**src/rtl/ahb_arbiter.sv**
```systemverilog
// ahb_arbiter: round-robin AHB bus arbiter with burst hold, default-master parking; define AHB_ARB_LOCK_EN for locked transfers
module ahb_arbiter #(
    parameter int NUM_MASTERS    = 4,
    parameter int DEFAULT_MASTER = 0,
    parameter int MIDX_W         = $clog2(NUM_MASTERS)
) (
    input  logic                   Hclk,
    input  logic                   Hreset,
    input  logic [NUM_MASTERS-1:0] Hreq,
    input  logic [NUM_MASTERS-1:0] Hlock,
    input  logic                   Hready,
    input  logic [1:0]             Htrans,
    input  logic [2:0]             Hburst,
    input  logic [1:0]             Hresp,
    output logic [NUM_MASTERS-1:0] Hgrant,
    output logic [MIDX_W-1:0]      Hmaster,
    output logic                   Hmastlock
);
    typedef enum logic [1:0] {PARK, OWN, BURST} state_t;
    localparam logic [MIDX_W-1:0] DEF = MIDX_W'(DEFAULT_MASTER);
    localparam logic [1:0] T_BUSY = 2'b01, T_NONSEQ = 2'b10, T_SEQ = 2'b11;
    state_t                   r_state, w_state_n;
    logic [NUM_MASTERS-1:0]   r_grant;
    logic [MIDX_W-1:0]        r_gidx, w_gidx_n, r_last, w_last_n, r_master, w_master_n;
    logic [MIDX_W-1:0]        w_win, w_idx;
    logic [3:0]               r_beats, w_beats_n, w_len;
    logic                     r_excl, w_excl_n, r_mastlock, w_mastlock_n, w_found, w_lock, w_unused;
    logic [NUM_MASTERS-1:0]   w_oth, w_req;
`ifdef AHB_ARB_LOCK_EN
    assign w_lock   = Hlock[r_gidx];
    assign w_unused = Hburst[0];
`else
    assign w_lock   = 1'b0;
    assign w_unused = ^{Hlock, Hburst[0]};
`endif
    // INCR (001) falls into the SINGLE bucket, so it re-arbitrates every beat
    assign w_len = (Hburst[2:1] == 2'd0) ? 4'd0 :
                   (Hburst[2:1] == 2'd1) ? 4'd3 :
                   (Hburst[2:1] == 2'd2) ? 4'd7 : 4'd15;
    // After an error the aborted owner only wins if nobody else is asking
    assign w_oth = Hreq & ~r_grant;
    assign w_req = (r_excl && |w_oth) ? w_oth : Hreq;
    always_comb begin
        w_found = 1'b0;
        w_win   = r_last;
        w_idx   = r_last;
        for (int k = 1; k <= NUM_MASTERS; k++) begin
            w_idx = MIDX_W'((int'(r_last) + k) % NUM_MASTERS);
            if (!w_found && w_req[w_idx]) begin
                w_found = 1'b1;
                w_win   = w_idx;
            end
        end
    end
    always_comb begin
        w_state_n    = r_state;
        w_gidx_n     = r_gidx;
        w_last_n     = r_last;
        w_beats_n    = r_beats;
        w_excl_n     = r_excl;
        w_master_n   = r_master;
        w_mastlock_n = r_mastlock;
        if (!Hready) begin
            if (Hresp != 2'b00) begin
                w_beats_n = 4'd0;
                w_state_n = OWN;
                w_excl_n  = 1'b1;
            end
        end else begin
            w_master_n   = r_gidx;
            w_mastlock_n = w_lock;
            if (r_state == BURST) begin
                if (Htrans == T_SEQ) begin
                    w_beats_n = (r_beats == 4'd0) ? 4'd0 : r_beats - 4'd1;
                    w_state_n = (r_beats <= 4'd1) ? OWN : BURST;
                end else if (Htrans != T_BUSY) begin
                    w_beats_n = 4'd0;
                    w_state_n = OWN;
                end
            end else if (Htrans == T_NONSEQ && w_len != 4'd0) begin
                w_beats_n = w_len;
                w_state_n = BURST;
            end else if (w_lock) begin
                w_state_n = OWN;
                w_excl_n  = 1'b0;
            end else if (w_found) begin
                w_gidx_n  = w_win;
                w_last_n  = w_win;
                w_state_n = OWN;
                w_excl_n  = 1'b0;
            end else begin
                w_gidx_n  = DEF;
                w_state_n = PARK;
                w_excl_n  = 1'b0;
            end
        end
    end
    always_ff @(posedge Hclk or posedge Hreset) begin
        if (Hreset) begin
            r_state    <= PARK;
            r_gidx     <= DEF;
            r_grant    <= NUM_MASTERS'(1) << DEF;
            r_last     <= DEF;
            r_beats    <= 4'd0;
            r_excl     <= 1'b0;
            r_master   <= DEF;
            r_mastlock <= 1'b0;
        end else begin
            r_state    <= w_state_n;
            r_gidx     <= w_gidx_n;
            r_grant    <= NUM_MASTERS'(1) << w_gidx_n;
            r_last     <= w_last_n;
            r_beats    <= w_beats_n;
            r_excl     <= w_excl_n;
            r_master   <= w_master_n;
            r_mastlock <= w_mastlock_n;
        end
    end
    assign Hgrant    = r_grant;
    assign Hmaster   = r_master;
    assign Hmastlock = r_mastlock;
endmodule
```
**config.mk**
```make
export PLATFORM = sky130hd
export DESIGN_NAME = ahb_arbiter
export DESIGN_NICKNAME = d
export VERILOG_FILES = /design/src/rtl/ahb_arbiter.sv
export SDC_FILE = /design/constraint.sdc
export NUM_CORES = 1
export LEC_CHECK = 0
export ABC_AREA = 1
export BUFFER_PORTS_ARGS = -buffer_cell sky130_fd_sc_hd__buf_2
export CORE_ASPECT_RATIO = 0.9
export CORE_MARGIN = 4
export CORE_UTILIZATION = 40
export DETAILED_ROUTE_END_ITERATION = 7
export GPL_ROUTABILITY_DRIVEN = 0
export HOLD_SLACK_MARGIN = 0.08
export PLACE_DENSITY = 0.69
export SLEW_MARGIN = 5
export SYNTH_ARGS = -nofsm -noshare
export SYNTH_HDL_FRONTEND = slang
export SYNTH_SLANG_ARGS = --single-unit
```
**constraint.sdc**
```tcl
create_clock -name Hclk -period 2.1 [get_ports Hclk]
set_input_delay 0.21 -clock Hclk [delete_from_list [all_inputs] [get_ports Hclk]]
set_output_delay 0.21 -clock Hclk [all_outputs]
set_load 0.005 [all_outputs]
```
### Word-level counts from Yosys, hierarchy flattened

Cells that the tools add are included.

* multiplexer cells: 43
* reductions and logical operators: 18
* shifts and indexed selects: 1
* magnitude comparators: 5
* equal/unequal tests: 10
* bitwise gates (word level): 4
* add/sub/neg operators: 5

Operators by type and width (number)
* 2-to-1 mux 4 bit: 11
* 2-to-1 mux 2 bit: 15
* 2-to-1 mux 1 bit: 13
* less-than comparator 2 x 3 -> 1 bit (second input constant): 4
* binary-select mux 1 bit (select 2 bit): 4
* equality test 2 bit (second input constant): 4
* AND reduction 3 bit: 2
* logical AND 1 bit: 5
* adder 2 x 1 -> 2 bit (second input constant): 2
* adder 2 bit (second input constant): 2
* bitwise AND 4 bit: 1
* <= comparator 4 x 1 -> 1 bit (second input constant): 1
* logical NOT 4 bit: 1
* != test 2 bit (second input constant): 2
* != test 4 x 2 -> 1 bit (second input constant): 1
* inverter 4 bit: 1
* AND reduction 4 bit: 1
* nonzero test 2 bit: 2
* nonzero test 4 bit: 1
* OR reduction 4 bit: 1
* << shifter 1 x 2 -> 4 bit (first input constant): 1
* subtractor 4 x 1 -> 4 bit (second input constant): 1
* logical NOT 1 bit: 3
* != test 3 x 1 -> 1 bit (second input constant): 1
* 5 further kinds: 6

* output and inout bits: 7
* word-level logic and storage cells: 93
* bits in registers: 17

### Depth between registers and ports, before layout

* depth after elaboration: 22
* depth in mapped cells: 15
* gate-level depth less buffers: 15

### Worst setup path after synthesis

Ideal clock, no wire load.

* path kind: register to register
* start point: register r_grant[0], in the netlist Hgrant[0]
* end point: register r_grant[3], in the netlist Hgrant[3]
* required time: 1.974 ns
* stages on the path, launching flop included: 14
* arrival: 1.707 ns
* path buffers: 0
* period minus slack after synthesis: 1.833 ns
* setup slack: 0.267 ns
* cell sequence: dfstp_2 inv_1 nand2_2 nand2_2 o21ai_4 nand2_1 nand3_1 nand3_2 nand2_2 nand2_2 nor2_4 nor2_4 a21oi_2 a21oi_1

* longest elaborated chain between the ends: 22
* elaborated cells between the ends (all ways): 32
* classes of those cells: shift: 1; mux: 21; bitwise: 2; reduce/logical: 8

RTL lines
* start, declared: line 23 `logic [NUM_MASTERS-1:0] r_grant;`
* start signal, assigned: line 102 `r_grant <= NUM_MASTERS'(1) << DEF;`
* start signal, assigned: line 111 `r_grant <= NUM_MASTERS'(1) << w_gidx_n;`
* inverter 4 bit *: line 41 `assign w_oth = Hreq & ~r_grant;`
* bitwise AND 4 bit *: line 41
* OR reduction 4 bit: line 42 `assign w_req = (r_excl && |w_oth) ? w_oth : Hreq;`
* logical AND 1 bit: line 42
* 2-to-1 mux 4 bit *: line 42
* binary-select mux 1 bit (select 2 bit): line 49 `if (!w_found && w_req[w_idx]) begin`
* 2-to-1 mux 1 bit (implied by the code): line 49
* 2-to-1 mux 1 bit: line 49
* [6 not listed]
* logical NOT 1 bit: line 49
* logical AND 1 bit: line 49
* 2-to-1 mux 2 bit / 2-to-1 mux 1 bit (equally long branches): line 49
* 2-to-1 mux 2 bit *: line 86 `end else if (w_found) begin`
* 2-to-1 mux 2 bit *: line 80 `end else if (Htrans == T_NONSEQ && w_len != 4'd0) begin`
* 2-to-1 mux 2 bit *: line 72 `if (r_state == BURST) begin`
* 2-to-1 mux 2 bit *: line 63 `if (!Hready) begin`
* << shifter 1 x 2 -> 4 bit *: line 111

Mark *: on every way between the ends. The rest lies on a longest branch, timed or not. The select of a mux whose other input is x is not followed.
A chain may end at the register's enable or synchronous reset.

### Worst setup path in the final report

* start point: register r_grant[0], in the netlist Hgrant[0]
* end point: register r_grant[2], in the netlist Hgrant[2]

* longest elaborated chain between the ends: 22
* elaborated cells between the ends (all ways): 32
* classes of those cells: shift: 1; mux: 21; bitwise: 2; reduce/logical: 8

RTL lines
* inverter 4 bit *: line 41
* bitwise AND 4 bit *: line 41
* OR reduction 4 bit: line 42
* logical AND 1 bit: line 42
* 2-to-1 mux 4 bit *: line 42
* binary-select mux 1 bit (select 2 bit): line 49
* 2-to-1 mux 1 bit (implied by the code): line 49
* 2-to-1 mux 1 bit: line 49
* [7 not listed]
* logical AND 1 bit: line 49
* 2-to-1 mux 2 bit / 2-to-1 mux 1 bit (equally long branches): line 49
* 2-to-1 mux 2 bit *: line 86
* 2-to-1 mux 2 bit *: line 80
* 2-to-1 mux 2 bit *: line 72
* 2-to-1 mux 2 bit *: line 63
* via w_gidx_n[0]: line 24 `logic [MIDX_W-1:0] r_gidx, w_gidx_n, r_last, w_last_n, r_master, w_master_n;`
* << shifter 1 x 2 -> 4 bit *: line 111

The timed path passes the listed nets; every way through them passes the cells marked *. The select of a mux whose other input is x is not followed.

==> results.cfg <==
[synth]
synth_commonest_cells = nand2_1, nand3_1, inv_1, dfrtp_1, o21ai_0
synth_ff_type = dfrtp_1
syn_inst = 177
ys_seq_elements = 17
yosysWarnings = 0
ys_top_cells_by_area = dfrtp_1, nand3_1, nand2_1
async_flop_share_pct = 100
ys_seq_area_share_pct = 34.7
synth_cell_types = 25
synth.net_count = 195
synth_area_leader_cell = dfrtp_1
yosysTopAreaCellShare_pct = 32.6
syn_area_sq_um = 1230
synth-edff-count = 0
syn_avg_cell_area_sq_um = 6.94

[power]
p_per_area_nw_per_um2 = 1370
p_int_mw = 1.09
pwr-share-clk_pct = 8.3
pwr-share-comb_pct = 68.9
p_leak_nw = 0.811
power_mw = 2.22
sw_frac_of_total_pct = 51.0
seqPwrFrac_pct = 22.8
netSwitchingPower_mw = 1.13
peakVddDrop_mv = 0.813

[floorplan]
core-area_sq_um = 2840
die_w_um = 66.4
die_h_um = 60.6
die_area_sq_um = 4020
ios = 25
initial_core_util_pct = 43.3
num_rows = 18

[placement]
post-place-ws_ns = 0.0212
io_buffer_count = 18
dp_hpwl_um = 2260
dp_cells = 238
post_dp_cell_area_sq_um = 1390

[finish]
final_area_sq_um = 1620
antenna_cells = 0
num-nets-final = 223
area_delta_synth_final_pct = 32.0
final_util_pct = 57.1
fillerInstances = 283
stdcell_count = 244
drive_gt1_share_pct = 39.2

[setup_path]
end_kind = flip-flop
worstSetupStartpointType = flip-flop
required_ns = 2.32
ff2ff_path_depth = 14
path_class = reg2reg
crit_path_max_fanout = 7
cp_data_arrival_time_ns = 2.30

[hold_path]
min_path_cells = 3
hold_path_class = in2reg

[global_route]
grt_antenna_before_repair = 0
grt_first_pass_wirelength_um = 4610
grtUsageTotal_pct = 15.1
grt_max_degree = 18
grt_pass1_vias = 1033
overflow = 0

[detailed_routing]
first_pass_iters = 5
drt_iter0_drc = 68
wl_per_cell_um = 12.8
via_count = 1230
final_antenna_net_count = 0
drc_errors = 0
viasPerCell = 5.04
wl_um = 3110

[timing]
fin_ws_ns = 0.0181
fin_hold_ws_ns = 0.185
fmax_mhz = 480
fin_skew_ns = 0.00818
post-route-period-util_pct = 99.1
drv_slew = 0
rsz0062_at_grt = yes
finalSetupTns_ns = 0
period_needed_ns = 2.08
worst_pin_slew_ns = 0.640
setup-violations-final = 0
slew_headroom_pct = 57.3
timing_hold_violations_final = 0

[cts]
cts_inserted_buffers = 3
cts.reportedPaths.clkPinSlew_ns = 0.11
clkLatencyLatePin_ns = 0.30
clockBufferDepth = 2
clock_sinks = 17
htree_levels = 1
cts_tree = yes
root_buffer = clkbuf_4

[outcome]
outcome = completed

[job]
maxCapViolCount = 0
layout make-up:
class | count | area, sq um | share of cell area, %
multi-input cells | 130 | 861 | 53.1
flip-flops and latches | 17 | 427 | 26.3
repair buffers | 25 | 149 | 9.18
inverters | 28 | 105 | 6.48
well taps | 40 | 50.0 | 3.09
clock buffers | 3 | 22.5 | 1.39
clock inverters | 1 | 7.51 | 0.463
power groups by stage:
stage | Sequential [mW] | Clock [mW] | Combinational [mW]
4_1_cts | 0.504 | 0.189 | 1.21
3_3_place_gp | 0.506 | 0 | 1.18
5_1_grt | 0.522 | 0.205 | 1.67
2_1_floorplan | 0.497 | 0 | 0.904
3_5_place_dp | 0.510 | 0 | 1.20
6_report | 0.507 | 0.184 | 1.53
placed cells by master (no fill, tap or decap), types with 3 or more instances in the layout:
master,n
a21oi_4,3
buf_2,18
buf_4,5
clkbuf_4,3
dfrtp_1,16
inv_1,25
nand2_1,30
nand2_2,15
nand2_4,5
nand3_1,20
nand3_2,15
nand3_4,5
nor2_1,12
o21ai_0,13
metal layers:
metal,wire length (um),global-route usage (%),up-vias
li1,-,-,621
met1,1480,22.7,569
met2,1430,21.8,36
met3,162,3.89,4
met4,35,2.90,0
met5,0,0,-
flip-flops by register name, indices dropped and copies added (netlist names):
name     count
Hmaster      2
r_gidx       2
r_excl       1
r_state      2
r_last       2
r_beats      4
Hgrant       4
cells by family after synthesis:
| family | Yosys count | synth area share [%] |
|---|---|---|
| AO/OA/AOI/OAI | 19 | 9.57 |
| AND/OR/NAND/NOR | 109 | 44.5 |
| buffers and inverters | 30 | 9.57 |
| XOR/XNOR | 1 | 1.32 |
| flip-flops | 17 | 34.7 |
| other | 1 | 0.305 |
worst max-delay path: stages, from the launching register on:
cell	delay [ns]
dfstp_2	0.55
inv_2	0.03
nand2_2	0.08
nand2_4	0.06
o21ai_4	0.25
nand2_2	0.13
nand3_2	0.13
nand3_2	0.10
nand2_2	0.08
nand2_2	0.07
nor2_4	0.14
nor2_4	0.08
nand2_2	0.09
nand2_4	0.07
a21oi_4	0.13
worst paths after layout:
| kind | from | end | slack, ns |
|---|---|---|---|
| max in group asynchronous | Hreset | Hgrant[2] | 1.16 |
| min | Hready | Hmaster[0] | 0.19 |
| min in group asynchronous | Hreset | Hmaster[1] | 0.52 |
| max reg2reg | Hgrant[0] | Hgrant[2] | 0.02 |
| max | Hgrant[0] | Hgrant[2] | 0.02 |
| min reg2reg | Hmaster[0] | Hmaster[0] | 0.49 |
what timing repair did:
| action | 4_1_cts | 5_1_grt |
|---|---|---|
| setup buffers | 1 | 0 |
| gates cloned | 0 | 0 |
| hold buffers | 1 | 0 |
| endpoints found under the setup margin | 1 | 9 |
| endpoints found under the hold margin | 16 | 0 |
| pin swaps | 1 | 15 |
| gates resized for setup | 1 | 37 |
Power figures use the tool's default switching activity.
